$ cat config.mk
export PLATFORM = sky130hd
export DESIGN_NAME = seg7_scan_controller
export DESIGN_NICKNAME = d
export VERILOG_FILES = /design/src/rtl/seg7_scan_controller.sv
export SDC_FILE = /design/constraint.sdc
export NUM_CORES = 1
export LEC_CHECK = 0
export ABC_AREA = 1
export CORE_UTILIZATION = 60
export DETAILED_ROUTE_END_ITERATION = 8
export DONT_BUFFER_PORTS = 1
export GPL_TIMING_DRIVEN = 0
export PLACE_DENSITY = 0.8
export RECOVER_POWER = 50
export SYNTH_ARGS = -nofsm -noshare
export SYNTH_HDL_FRONTEND = slang
export SYNTH_SLANG_ARGS = --single-unit
$ cat constraint.sdc
create_clock -name Clk -period 1.8 [get_ports Clk]
set_input_delay 0.27 -clock Clk [delete_from_list [all_inputs] [get_ports Clk]]
set_output_delay 0.27 -clock Clk [all_outputs]
set_load 0.01 [all_outputs]
$ cat src/rtl/seg7_scan_controller.sv
// rtl/seg7_scan_controller.sv - 8-digit seven-segment scan scheduler with double-buffered word load
// Optional leading-zero blanking when SEG7_LZB_EN is defined.
module seg7_scan_controller #(
   parameter int SCAN_DIV  = 100000,
   parameter int BLANK_CYC = 16
) (
   input  logic        Clk,
   input  logic        Rst,
   input  logic        load_valid,
   output logic        load_ready,
   input  logic [31:0] load_data,
   input  logic [7:0]  dp_in,
   output logic [6:0]  out7,
   output logic        dp_out,
   output logic [7:0]  en_out,
   output logic        frame_done
);

   localparam int MAXC = (SCAN_DIV > BLANK_CYC) ? SCAN_DIV : BLANK_CYC;
   localparam int CW   = $clog2(MAXC + 1);
   localparam logic [CW-1:0] SHOW_LAST  = CW'(SCAN_DIV - 1);
   localparam logic [CW-1:0] BLANK_LAST = (BLANK_CYC > 0) ? CW'(BLANK_CYC - 1) : '0;

   typedef enum logic {SHOW, BLANK} state_t;

   state_t        state, state_nxt;
   logic [CW-1:0] cnt, cnt_nxt;
   logic [2:0]    idx, idx_nxt;
   logic          wrap;

   logic [31:0]   active, pend_data;
   logic [7:0]    dp_act, pend_dp;
   logic          pend_full, pend_full_nxt, xfer;
   logic [3:0]    nib;
   logic [7:0]    lz;

   function automatic logic [6:0] enc(input logic [3:0] n);
      case (n)
         4'h0: enc = 7'h40;  4'h1: enc = 7'h79;  4'h2: enc = 7'h24;  4'h3: enc = 7'h30;
         4'h4: enc = 7'h19;  4'h5: enc = 7'h12;  4'h6: enc = 7'h02;  4'h7: enc = 7'h78;
         4'h8: enc = 7'h00;  4'h9: enc = 7'h10;  4'hA: enc = 7'h08;  4'hB: enc = 7'h03;
         4'hC: enc = 7'h46;  4'hD: enc = 7'h21;  4'hE: enc = 7'h06;  default: enc = 7'h0E;
      endcase
   endfunction

   always_ff @(posedge Clk or negedge Rst) begin
      if (!Rst) begin
         state <= SHOW;
         cnt   <= '0;
         idx   <= '0;
      end else begin
         state <= state_nxt;
         cnt   <= cnt_nxt;
         idx   <= idx_nxt;
      end
   end

   always_comb begin
      state_nxt = state;
      cnt_nxt   = cnt + CW'(1);
      idx_nxt   = idx;
      wrap      = 1'b0;
      case (state)
         SHOW: begin
            if (cnt == SHOW_LAST) begin
               cnt_nxt = '0;
               if (BLANK_CYC == 0) begin
                  idx_nxt = idx + 3'd1;
                  wrap    = (idx == 3'd7);
               end else begin
                  state_nxt = BLANK;
               end
            end
         end
         BLANK: begin
            if (cnt == BLANK_LAST) begin
               cnt_nxt   = '0;
               idx_nxt   = idx + 3'd1;
               wrap      = (idx == 3'd7);
               state_nxt = SHOW;
            end
         end
         default: begin
            state_nxt = SHOW;
            cnt_nxt   = '0;
         end
      endcase
   end

   // Ready is low whenever pending is full, so a transfer never meets a swap on one edge.
   assign xfer          = load_valid & load_ready;
   assign pend_full_nxt = xfer ? 1'b1 : (wrap ? 1'b0 : pend_full);
   assign nib           = active[{idx, 2'b00} +: 4];

`ifdef SEG7_LZB_EN
   logic hz;
   always_comb begin
      lz = 8'h00;
      hz = 1'b1;
      for (int i = 7; i >= 1; i--) begin
         hz    = hz & (active[4*i +: 4] == 4'h0);
         lz[i] = hz;
      end
   end
`else
   assign lz = 8'h00;
`endif

   always_ff @(posedge Clk or negedge Rst) begin
      if (!Rst) begin
         active     <= '0;
         dp_act     <= '0;
         pend_data  <= '0;
         pend_dp    <= '0;
         pend_full  <= 1'b0;
         load_ready <= 1'b1;
         en_out     <= 8'hFF;
         out7       <= 7'h7F;
         dp_out     <= 1'b1;
         frame_done <= 1'b0;
      end else begin
         if (wrap && pend_full) begin
            active <= pend_data;
            dp_act <= pend_dp;
         end
         if (xfer) begin
            pend_data <= load_data;
            pend_dp   <= dp_in;
         end
         pend_full  <= pend_full_nxt;
         load_ready <= ~pend_full_nxt;
         frame_done <= wrap;
         if (state == SHOW) begin
            en_out <= ~(8'h01 << idx);
            out7   <= lz[idx] ? 7'h7F : enc(nib);
            dp_out <= ~dp_act[idx];
         end else begin
            en_out <= 8'hFF;
            out7   <= 7'h7F;
            dp_out <= 1'b1;
         end
      end
   end

endmodule
# Yosys cells after proc, flatten, opt, wreduce, memory -nomap -nowiden
# Memories as Yosys holds them, arrays and structs flattened.
# Cells that the tools add are included.
# op_classes
addsub	2
multipliers	0
n_div	0
order_cmp	1
eq_ne	3
shifts	2
mux	17
n_bitwise	5
n_reduce_logical	2
# op_table
operator	n
two-way mux 17 bit	2
one-hot mux 17 bit (2 select lines)	1
variable part select 32 x 6 -> 4 bit	1
adder 17 x 1 -> 17 bit, second input constant	1
== test 17 bit, second input constant	1
== test 17 x 4 -> 1 bit, second input constant	1
two-way mux 7 bit	2
two-way mux 1 bit	9
two-way mux 8 bit	1
inverter 8 bit	1
<< shifter 1 x 3 -> 8 bit, first input constant	1
< comparator 3 x 4 -> 1 bit, second input constant	1
adder 3 x 1 -> 3 bit, second input constant	1
binary-select mux 1 bit (select 3 bit)	1
== test 3 bit, second input constant	1
inverter 1 bit	3
one-hot mux 1 bit (2 select lines)	1
AND reduction 2 bit	1
bitwise AND 1 bit	1
logical AND 1 bit	1
# totals
register_bits	120
latch_bits	0
mem_bits_rw	0
romBits	120
wordCells	47
n_memories	2
# mem_list
memory	depth	word_bits	read_ports	rd_clocked_by_memory_dff	write_ports	line	text
(name not given)	16	7	1	0	0	38	case (n)
(name not given)	8	1	1	0	0	135	out7 <= lz[idx] ? 7'h7F : enc(nib);

# Logic depth before layout (Yosys ltp)
# Gate-level depths: netlist of run 1.
# depth
depth_word	6
depth_mapped	13
ltp_nobuf	12

# Worst setup path after synthesis of run 1
# OpenSTA, ideal clock, no wires.
# synth_path
path_type	register to register
from	register idx[0]
to	register out7[5]
arrival_ns	1.520
slack_ns	0.186
path_stages_with_launch	13
n_path_buf	1
period_less_slack_ns	1.614
path_cell_list	dfrtp_1 > inv_2 > buf_2 > nand2_1 > nand3_1 > nand3_1 > nand2_1 > inv_1 > ha_1 > nand3_1 > nand2_1 > nand2_1 > nand3_1
# synth_between
elab_chain_cells	4
elab_cells_between_ends	6
cone_classes	shift (1); mux (3); memory (2)
# synth_rtl
element	line	text
from (decl)	28	logic [2:0] idx, idx_nxt;
from (signal assigned)	54	idx <= idx_nxt;
variable part select 32 x 6 -> 4 bit / memory (8 x 1 bit) (equally long branches)	n/a	
memory (16 x 7 bit) / two-way mux 1 bit (equally long branches)	n/a	
two-way mux 7 bit *	135	
two-way mux 7 bit *	133	if (state == SHOW) begin
to (signal assigned)	135	
to (decl)	13	output logic [6:0] out7,
# Every way passes the cells marked *; elsewhere a longest branch is shown, timed or not. The select of a mux whose other input is x is not followed.
# A chain may end at the register's enable or synchronous reset.

# Worst setup path after layout of run 1
# layout_path
from	register cnt[0]
to	register active[11]
# layout_between
elab_chain_cells	4
# layout_rtl
element	line	text
from (decl)	27	logic [CW-1:0] cnt, cnt_nxt;
from (signal assigned)	53	cnt <= cnt_nxt;
== test 17 x 4 -> 1 bit	76	if (cnt == BLANK_LAST) begin
two-way mux 1 bit	76	
two-way mux 1 bit	63	case (state)
named net wrap	29	logic wrap;
logical AND 1 bit	122	if (wrap && pend_full) begin
to (signal assigned)	123	active <= pend_data;
to (decl)	31	logic [31:0] active, pend_data;
# The timed path passes the listed nets, and every way through them passes these cells.

==> results of run 1 <==
==> per-stage QoR <==
step,std cells,TNS (ns)
floorplan,606,0
global placement,717,-0.224
detailed placement,717,-0.742
CTS,792,0
global route,804,-4.20
finish,804,-0.598
==> sequential cells by signal (all words and copies together) (netlist names) <==
name and cells:
pend_dp 8, dp_act 8, frame_done 1, state 1
pend_data 32, active 32, dp_out 1, load_ready 1
cnt 17, pend_full 1, out7 7, idx 3
en_out 8
==> final timing paths <==
kind,startpoint,endpoint,slack [ns]
min,Rst,cnt[11]$_DFF_PN0_,-0.56
min reg2reg,cnt[0]$_DFF_PN0_,cnt[0]$_DFF_PN0_,0.47
max,cnt[0]$_DFF_PN0_,active[11]$_DFFE_PN0P_,-0.05
max in group asynchronous,Rst,dp_out$_DFF_PN1_,2.13
min in group Clk,load_valid,pend_dp[7]$_DFFE_PN0P_,0.16
max reg2reg,cnt[0]$_DFF_PN0_,active[11]$_DFFE_PN0P_,-0.05
==> what timing repair did <==
| item | in CTS | in global routing |
|---|---|---|
| gates cloned | 0 | 1 |
| endpoints found under the setup margin | 8 | 49 |
| buffers inserted | 3 | 11 |
| endpoints found under the hold margin | 160 | 120 |
| pin swaps | 2 | 7 |
| gates resized for setup | 14 | 33 |
==> area by class of cell <==
class,instances,area (sq um),share of cell area [%]
clock buffers,21,439,6.21
inverters,63,244,3.45
clock inverters,11,148,2.09
flip-flops and latches,120,3030,42.8
plain buffers,24,190,2.69
well taps,111,139,1.96
repair buffers,55,518,7.32
multi-input cells,399,2370,33.5
==> synthesized netlist by cell type (all sizes together) <==
master	instances	area share, %
ha	12	2.7
a21oi	4	0.35
nor3	6	0.73
dfrtp	103	46
nand2	180	12
a22o	1	0.15
nand4	7	1.0
o211ai	1	0.13
clkbuf	2	0.13
dfstp	17	7.9
nand3	89	8.4
o22ai	1	0.11
nor2	36	3.1
xor2	11	1.7
inv	63	4.2
o31ai	1	0.13
o21ai	8	0.71
mux2	40	8.0
buf	22	2.7
nand3b	1	0.13
nor4	1	0.11
==> power breakdown <==
part           total, mW  leakage (nW)  internal (mW)  switching [mW]
clock network       3.35         0.286           2.15            1.20
logic             0.0711          1.69         0.0583          0.0127
registers           2.70          1.59           2.70               0
==> worst max-delay path: cells and delay by family, from the launching register on <==
kind	cells	cell delay, ns
buf+inv	2	0.25
simple gates	7	0.95
flops	1	0.37
fa+ha+maj	1	0.21
==> layer usage <==
layer | share of wire (%) | vias up | global-route usage (%)
met5 | 0 | - | 0
met1 | 41 | 2241 | 34.4
met4 | 2.8 | 0 | 13.7
met2 | 50 | 194 | 46.3
li1 | - | 2091 | -
met3 | 5.7 | 36 | 7.73
==> cells by family (layout without fill, tap and decap cells) <==
logic type | Yosys count | after routing | share of synthesized area [%]
compound gates | 16 | 16 | 1.59
buf+inv | 87 | 174 | 7.06
xor+xnor | 11 | 11 | 1.70
mux | 40 | 40 | 7.97
flops | 120 | 120 | 53.5
simple gates | 320 | 320 | 25.5
fa+ha+maj | 12 | 12 | 2.66
==> out/metrics.csv, run 1 <==
stage;metric;value;unit
routing;vias_per_cell;5.67;
placed_design;pre_cts_slack;-0.159;ns
clocking;clock-root-buffer;clkbuf_8;
grt;antenna_found_initial;0;
die;ioPinCount;61;
placed_design;dpl.hpwl;7840;um
synth;syn_area_per_cell;9.33;sq um
clocking;clk_pin_slew;0.06;ns
layout;fin_area;7070;sq um
setup_path;worstPathArrival;2.29;ns
setup_path;max_stage_delay;0.37;ns
layout;drive_gt1_share;24.4;%
sta;fmax;541;MHz
synth;yosysUniqueCellTypes;32;
sta;timing.final.ws_setup;-0.0487;ns
sta;skew;0.0167;ns
clocking;cts_tree;built;
die;chipWidth;99.1;um
setup_path;end_kind;flip-flop;
pwr;p_leak;3.57;nW
routing;wl_per_cell;16.5;um
placed_design;placed_area;5790;sq um
die;core;9200;sq um
run;cap_viol_max_count;0;
layout;antenna_cells;0;
layout;layout_common_cells;nand2_1, dfrtp_1, nand3_1;
clocking;ctsHoldBuffers;40;
outcome;violations;negative hold slack, negative setup slack;
placed_design;gp_congestion;0.852;
synth;ys_seq_area_share;53.5;%
sta;hold_violations;120;
setup_path;cpMaxStageDelayCell;dfrtp_1;
synth;ys_ff_latch;120;
sta;slew_headroom;52.9;%
routing;drt_first_iter_violations;375;
grt;grt_max_degree;121;
sta;period_share;103;%
grt;grt_pass1_wl;21300;um
clocking;htreeDepth;4;
grt;track_usage;28.1;%
pwr;powerDensity;865;nW/um^2
clocking;clock_latency;0.52;ns
setup_path;cp_cell_sequence;ha_2 -> nand2_2 -> nor2_4 -> inv_2 -> nor2_4 -> nand4_4 -> nor2_4 -> buf_6 -> nand3_1 -> nand2_1;
synth;yosysWarnings;0;
synth;synth_area;5650;sq um
layout;final_nets;735;
sta;period_minus_slack;1.85;ns
outcome;outcome;finished with violations;
routing;drt_first_pass_iters;5;
grt;grt_pass1_vias;4633;
pwr;ir_worst_vdd;761;uV
setup_path;cp_max_fo;10;
setup_path;path_class;flip-flop to flip-flop;
die;rows;35;
sta;tightestPinTransition;0.706;ns
layout;utilization;76.9;%
setup_path;required;2.24;ns
clocking;ctsLongestPathBuffers;2;
routing;wirelength;13300;um
layout;final_common_cell;nand2_1;
layout;syn2layout_area_growth;25.1;%
routing;drc_errors;0;
setup_path;r2r_cells;10;
sta;slew_violations;0;
min_path;hp-class;input port to asynchronous set/reset pin;
grt;grt-ovfl-total;0;
die;dieArea;9810;sq um
routing;detail-route-antenna-nets;0;
synth;synth_nets;661;
die;initial_core_util;61.5;%
clocking;clock_sinks;120;
sta;setup_viol_count_final;33;
placed_design;port_buffers;0;
sta;worst_hold_slack;-0.562;ns
synth;synth_cells;606;
pwr;total_power;6.12;mW
sta;rsz0062_at_grt;true;
layout;nFillCells;548;
setup_path;crit_top_cell;nor2_4;
routing;vias;4562;
setup_path;worstSetupStartpointType;flip-flop;
die;die_h;99.1;um
clocking;cts_made_buffers;17;
(Power assumes the default switching activity.)
==> inputs of run 2 (changes only) <==
CAP_MARGIN = 10   (was default)
GPL_TIMING_DRIVEN = default   (was 0)
PLACE_DENSITY = 0.76   (was 0.8)
==> out/metrics.csv, run 2 (synthesized netlist as in run 1, its figures left out) <==
stage;metric;value;unit
routing;wirelength;13400;um
die;die_h;99.1;um
sta;tightestPinTransition;0.518;ns
grt;grt_max_degree;121;
sta;fin_tns_setup;-0.0168;ns
placed_design;pre_cts_slack;-0.0654;ns
clocking;ctsHoldBuffers;40;
clocking;clock-root-buffer;clkbuf_8;
min_path;hp-class;input port to asynchronous set/reset pin;
clocking;clock_sinks;120;
die;ioPinCount;61;
routing;vias_per_cell;5.68;
grt;track_usage;26.8;%
sta;skew;0.00925;ns
routing;drt_first_pass_iters;5;
routing;drc_errors;0;
setup_path;end_kind;flip-flop;
clocking;cts_tree;built;
grt;grt-ovfl-total;0;
setup_path;r2r_cells;11;
run;cap_viol_max_count;0;
clocking;htreeDepth;4;
layout;final_nets;724;
placed_design;dpl.hpwl;7120;um
routing;detail-route-antenna-nets;0;
clocking;cts_made_buffers;17;
pwr;ir_worst_vdd;741;uV
sta;slew_violations;0;
setup_path;cp_max_fo;10;
placed_design;port_buffers;0;
sta;period_minus_slack;1.82;ns
pwr;p_leak;3.58;nW
layout;utilization;77.0;%
die;initial_core_util;61.5;%
sta;fmax;551;MHz
sta;hold_violations;120;
routing;drt_first_iter_violations;349;
setup_path;crit_start;cnt[0]$_DFF_PN0_;
sta;setup_viol_count_final;2;
sta;rsz0062_at_grt;true;
outcome;violations;negative hold slack, negative setup slack;
clocking;ctsLongestPathBuffers;2;
routing;vias;4504;
setup_path;worstSetupStartpointType;flip-flop;
layout;syn2layout_area_growth;25.3;%
layout;top_regs;active x32, pend_data x32, cnt x17;
layout;drive_gt1_share;23.3;%
setup_path;regToRegEndpoint;active[11]$_DFFE_PN0P_;
setup_path;crit_end;active[11]$_DFFE_PN0P_;
die;core;9200;sq um
sta;timing.final.ws_setup;-0.0160;ns
setup_path;worstPathArrival;2.29;ns
outcome;outcome;finished with violations;
setup_path;r2r_slack;-0.02;ns
sta;worst_hold_slack;-0.573;ns
setup_path;required;2.27;ns
sta;period_share;101;%
setup_path;path_class;flip-flop to flip-flop;
placed_design;gp_congestion;0.881;
grt;grt_pass1_vias;4375;
die;dieArea;9810;sq um
grt;antenna_found_initial;0;
pwr;powerDensity;866;nW/um^2
layout;layout_common_cells;nand2_1, dfrtp_1, nand3_1;
layout;final_common_cell;nand2_1;
clocking;clk_pin_slew;0.06;ns
clocking;clock_latency;0.54;ns
setup_path;r2r_start;cnt[0]$_DFF_PN0_;
die;chipWidth;99.1;um
grt;grt_pass1_wl;20400;um
layout;antenna_cells;0;
sta;slew_headroom;65.5;%
die;rows;35;
routing;wl_per_cell;16.9;um
-- run 2: changes by cell type in the layout (fill, tap and decap cells not counted), moves of 3 or more --
cell,delta
buf_2,-6
buf_1,-4
clkbuf_1,-5
inv_6,+5
buf_12,+4
clkbuf_16,+4
nand2_2,-3
clkinv_2,-3
buf_6,-10
buf_4,+3
inv_4,-3
nand2_1,+3
-- run 2: area by class of cell --
cell class	count	area (sq um)
clock buffer	18	428
clock inverter	14	161
fill	570	2110
inverter	63	244
multi-input combinational	399	2340
timing repair buffer	68	746
tap	111	139
sequential	120	3030
-- run 2: repair_timing --
item                                    4_1_cts  5_1_grt
buffers inserted                              1        7
endpoints found under the hold margin       160      120
cloned                                        0        7
endpoints found under the setup margin        7       48
gates resized for setup                       2       26
pin swaps                                     1       13
-- run 2: through the flow --
step | instances | power, mW | instance area, sq um
after floorplan | 606 | 2.75 | 5650
after global placement | 706 | 2.75 | 5760
after detailed placement | 706 | 2.75 | 5760
after CTS | 779 | 6.16 | 6770
after global routing | 793 | 6.32 | 7090
final | 793 | 6.14 | 7090
-- run 2: worst min-delay path by stage --
stage	start	to	slack, ns	cells after the start
global route	Rst	pend_data[14]$_DFFE_PN0P_	-0.60	0
detailed placement	Rst	cnt[11]$_DFF_PN0_	-0.02	0
floorplan	Rst	active[0]$_DFFE_PN0P_	-0.03	0
CTS	Rst	pend_data[6]$_DFFE_PN0P_	-0.58	0
global placement	Rst	cnt[11]$_DFF_PN0_	-0.02	0
finish	Rst	cnt[7]$_DFF_PN0_	-0.57	0
-- run 2: metal layers --
metal  wire (um)  vias up  track usage [%]
li1            -     2069                -
met1        5560     2221             34.9
met2        6700      185             43.7
met3         755       29             6.24
met4         405        0             11.0
met5           0        -                0
-- run 2: critical path, stage by stage, from the launching register on --
cell and delay [ns]:
dfrtp_1 0.40, ha_4 0.17, nand2_4 0.06, nor2_4 0.12, inv_2 0.06, nor2_4 0.16
nand4_4 0.13, nor2_4 0.16, buf_12 0.15, buf_8 0.15, nand3_1 0.10, nand2_1 0.09
-- run 2: power by group --
| part | internal, mW | total (mW) | switching (mW) |
|---|---|---|---|
| logic | 0.0583 | 0.0710 | 0.0127 |
| clock network | 2.04 | 3.37 | 1.33 |
| registers | 2.70 | 2.70 | 0 |
| total | 4.80 | 6.14 | 1.34 |
==> inputs of run 3 (changes only) <==
CTS_CLUSTER_SIZE = 30   (was default)
clock period = 2 ns   (was 1.8 ns; I/O delays follow)
==> out/metrics.csv, run 3 (synthesized netlist as in run 1, its figures left out) <==
stage;metric;value;unit
die;rows;35;
setup_path;r2r_start;cnt[0]$_DFF_PN0_;
pwr;ir_worst_vdd;718;uV
clocking;clock_sinks;120;
grt;grt_pass1_vias;4306;
routing;maxUsedRoutingLayer;met4;
pwr;p_sw_share;19.8;%
setup_path;cp_num_buf_inv;2;
die;chipWidth;99.1;um
setup_path;cpMaxStageDelayCell;dfrtp_1;
pwr;power.internal;4.47;mW
routing;drt_first_pass_iters;5;
layout;syn2layout_area_growth;19.2;%
min_path;hp-class;input port to asynchronous set/reset pin;
routing;wl_met3;554;um
routing;drc_errors;0;
placed_design;port_buffers;0;
routing;wl_met2;6040;um
pwr;powerDensity;828;nW/um^2
setup_path;r2r_slack;0.11;ns
setup_path;max_stage_delay;0.37;ns
setup_path;worstSetupStartpointType;flip-flop;
grt;grt_max_degree;121;
sta;worst_hold_slack;-0.537;ns
setup_path;path_delay_family;simple AND/OR/NAND/NOR gates;
clocking;htreeDepth;4;
layout;antenna_cells;0;
setup_path;cp_cell_sequence;ha_1 -> nand2_2 -> nor2_4 -> inv_2 -> nor2_4 -> nand4_4 -> nor2_4 -> buf_12 -> nand3_1 -> nand2_1;
sta;slew_violations;0;
routing;wirelength_met1;5170;um
clocking;cts_made_buffers;17;
routing;vias_per_cell;5.50;
clocking;clk_pin_slew;0.06;ns
layout;layout_common_cells;nand2_1, dfrtp_1, nand3_1;
layout;utilization;73.3;%
layout;multi_input_area;2230;sq um
sta;fin_tns_setup;0;ns
layout;seqCellArea;3020;sq um
sta;period_minus_slack;1.89;ns
clocking;clock-root-buffer;clkbuf_8;
sta;period_share;94.3;%
die;dieArea;9810;sq um
die;ioPinCount;61;
layout;nFillCells;649;
routing;vias;4270;
setup_path;path_class;flip-flop to flip-flop;
clocking;ctsHoldBuffers;40;
pwr;seqPwrFrac;43.6;%
routing;detail-route-antenna-nets;0;
die;core;9200;sq um
sta;hold_violations;120;
clocking;clock_latency;0.53;ns
setup_path;cp_max_fo;36;
placed_design;dpl.hpwl;7290;um
grt;antenna_found_initial;0;
clocking;ctsLongestPathBuffers;2;
placed_design;gp_congestion;0.865;
sta;skew;0.00979;ns
pwr;p_leak;3.45;nW
setup_path;regToRegEndpoint;active[23]$_DFFE_PN0P_;
layout;final_nets;707;
grt;grt-ovfl-total;0;
pwr;p_switching;1.11;mW
outcome;outcome;finished with violations;
clocking;cts_tree;built;
grt;grt_pass1_wl;20400;um
sta;rsz0062_at_grt;false;
setup_path;end_kind;flip-flop;
run;cap_viol_max_count;0;
sta;setup_viol_count_final;0;
layout;final_common_cell;nand2_1;
setup_path;r2r_cells;10;
pwr;pwr-share-comb;1.1;%
layout;drive_gt1_share;18.9;%
sta;tightestPinTransition;0.514;ns
routing;drt_first_iter_violations;240;
setup_path;required;2.46;ns
die;initial_core_util;61.5;%
outcome;violations;negative hold slack;
grt;track_usage;27.2;%
sta;fmax;530;MHz
routing;wirelength;12000;um
die;die_h;99.1;um
routing;wl_per_cell;15.5;um
sta;slew_headroom;65.7;%
setup_path;crit_top_cell;nor2_4;
layout;top_regs;active x32, pend_data x32, cnt x17;
pwr;power.share.clock;55.3;%
setup_path;worstPathArrival;2.34;ns
-- run 3: routing by layer --
layer | up-vias | GRT usage, %
met5 | - | 0
met2 | 136 | 44.3
met3 | 23 | 6.17
li1 | 2029 | -
met1 | 2082 | 34.7
met4 | 0 | 13.3
-- run 3: power groups by stage --
stage	Combinational [mW]	Clock, mW	Sequential, mW
final	0.0636	3.08	2.43
after floorplan	0.000880	0	2.47
after CTS	0.0622	3.12	2.43
after global routing	0.0680	3.21	2.43
after global placement	0.000880	0	2.47
after detailed placement	0.000880	0	2.47
-- run 3: worst max-delay path by stage --
stage,start,to,slack [ns],cells after the start
5_1_grt,cnt[0]$_DFF_PN0_,active[7]$_DFFE_PN0P_,0.01,11
3_3_place_gp,idx[0]$_DFFE_PN0P_,out7[6]$_DFF_PN1_,0.21,11
6_report,cnt[0]$_DFF_PN0_,active[23]$_DFFE_PN0P_,0.11,10
4_1_cts,idx[0]$_DFFE_PN0P_,out7[6]$_DFF_PN1_,0.1,11
3_5_place_dp,idx[0]$_DFFE_PN0P_,out7[6]$_DFF_PN1_,0.14,11
2_1_floorplan,idx[0]$_DFFE_PN0P_,out7[5]$_DFF_PN1_,0.39,12
-- run 3: layout make-up --
| type | instances | area share, % |
|---|---|---|
| Inverter | 63 | 3.55 |
| Tap cell | 111 | 2.06 |
| Clock inverter | 12 | 2.21 |
| Clock buffer | 20 | 6.76 |
| Timing Repair Buffer | 51 | 7.36 |
| Sequential cell | 120 | 44.9 |
| Multi-Input combinational cell | 399 | 33.2 |
-- run 3: per-stage QoR --
step	total power [mW]	hold slack, ns	setup WS, ns	std cells	area [sq um]
after floorplan	2.47	0.00441	0.386	606	5650
after global placement	2.47	0.00719	0.214	702	5710
after detailed placement	2.47	0.00732	0.141	702	5710
after CTS	5.61	-0.564	0.0968	774	6710
after global routing	5.71	-0.558	0.0148	776	6740
final	5.58	-0.537	0.114	776	6740
-- run 3: repair_timing --
action                                 4_1_cts  5_1_grt
endpoints found under the hold margin      160      120
setup endpoints to repair                    0        8
buffers inserted                             0        2
resized for setup                            0        5
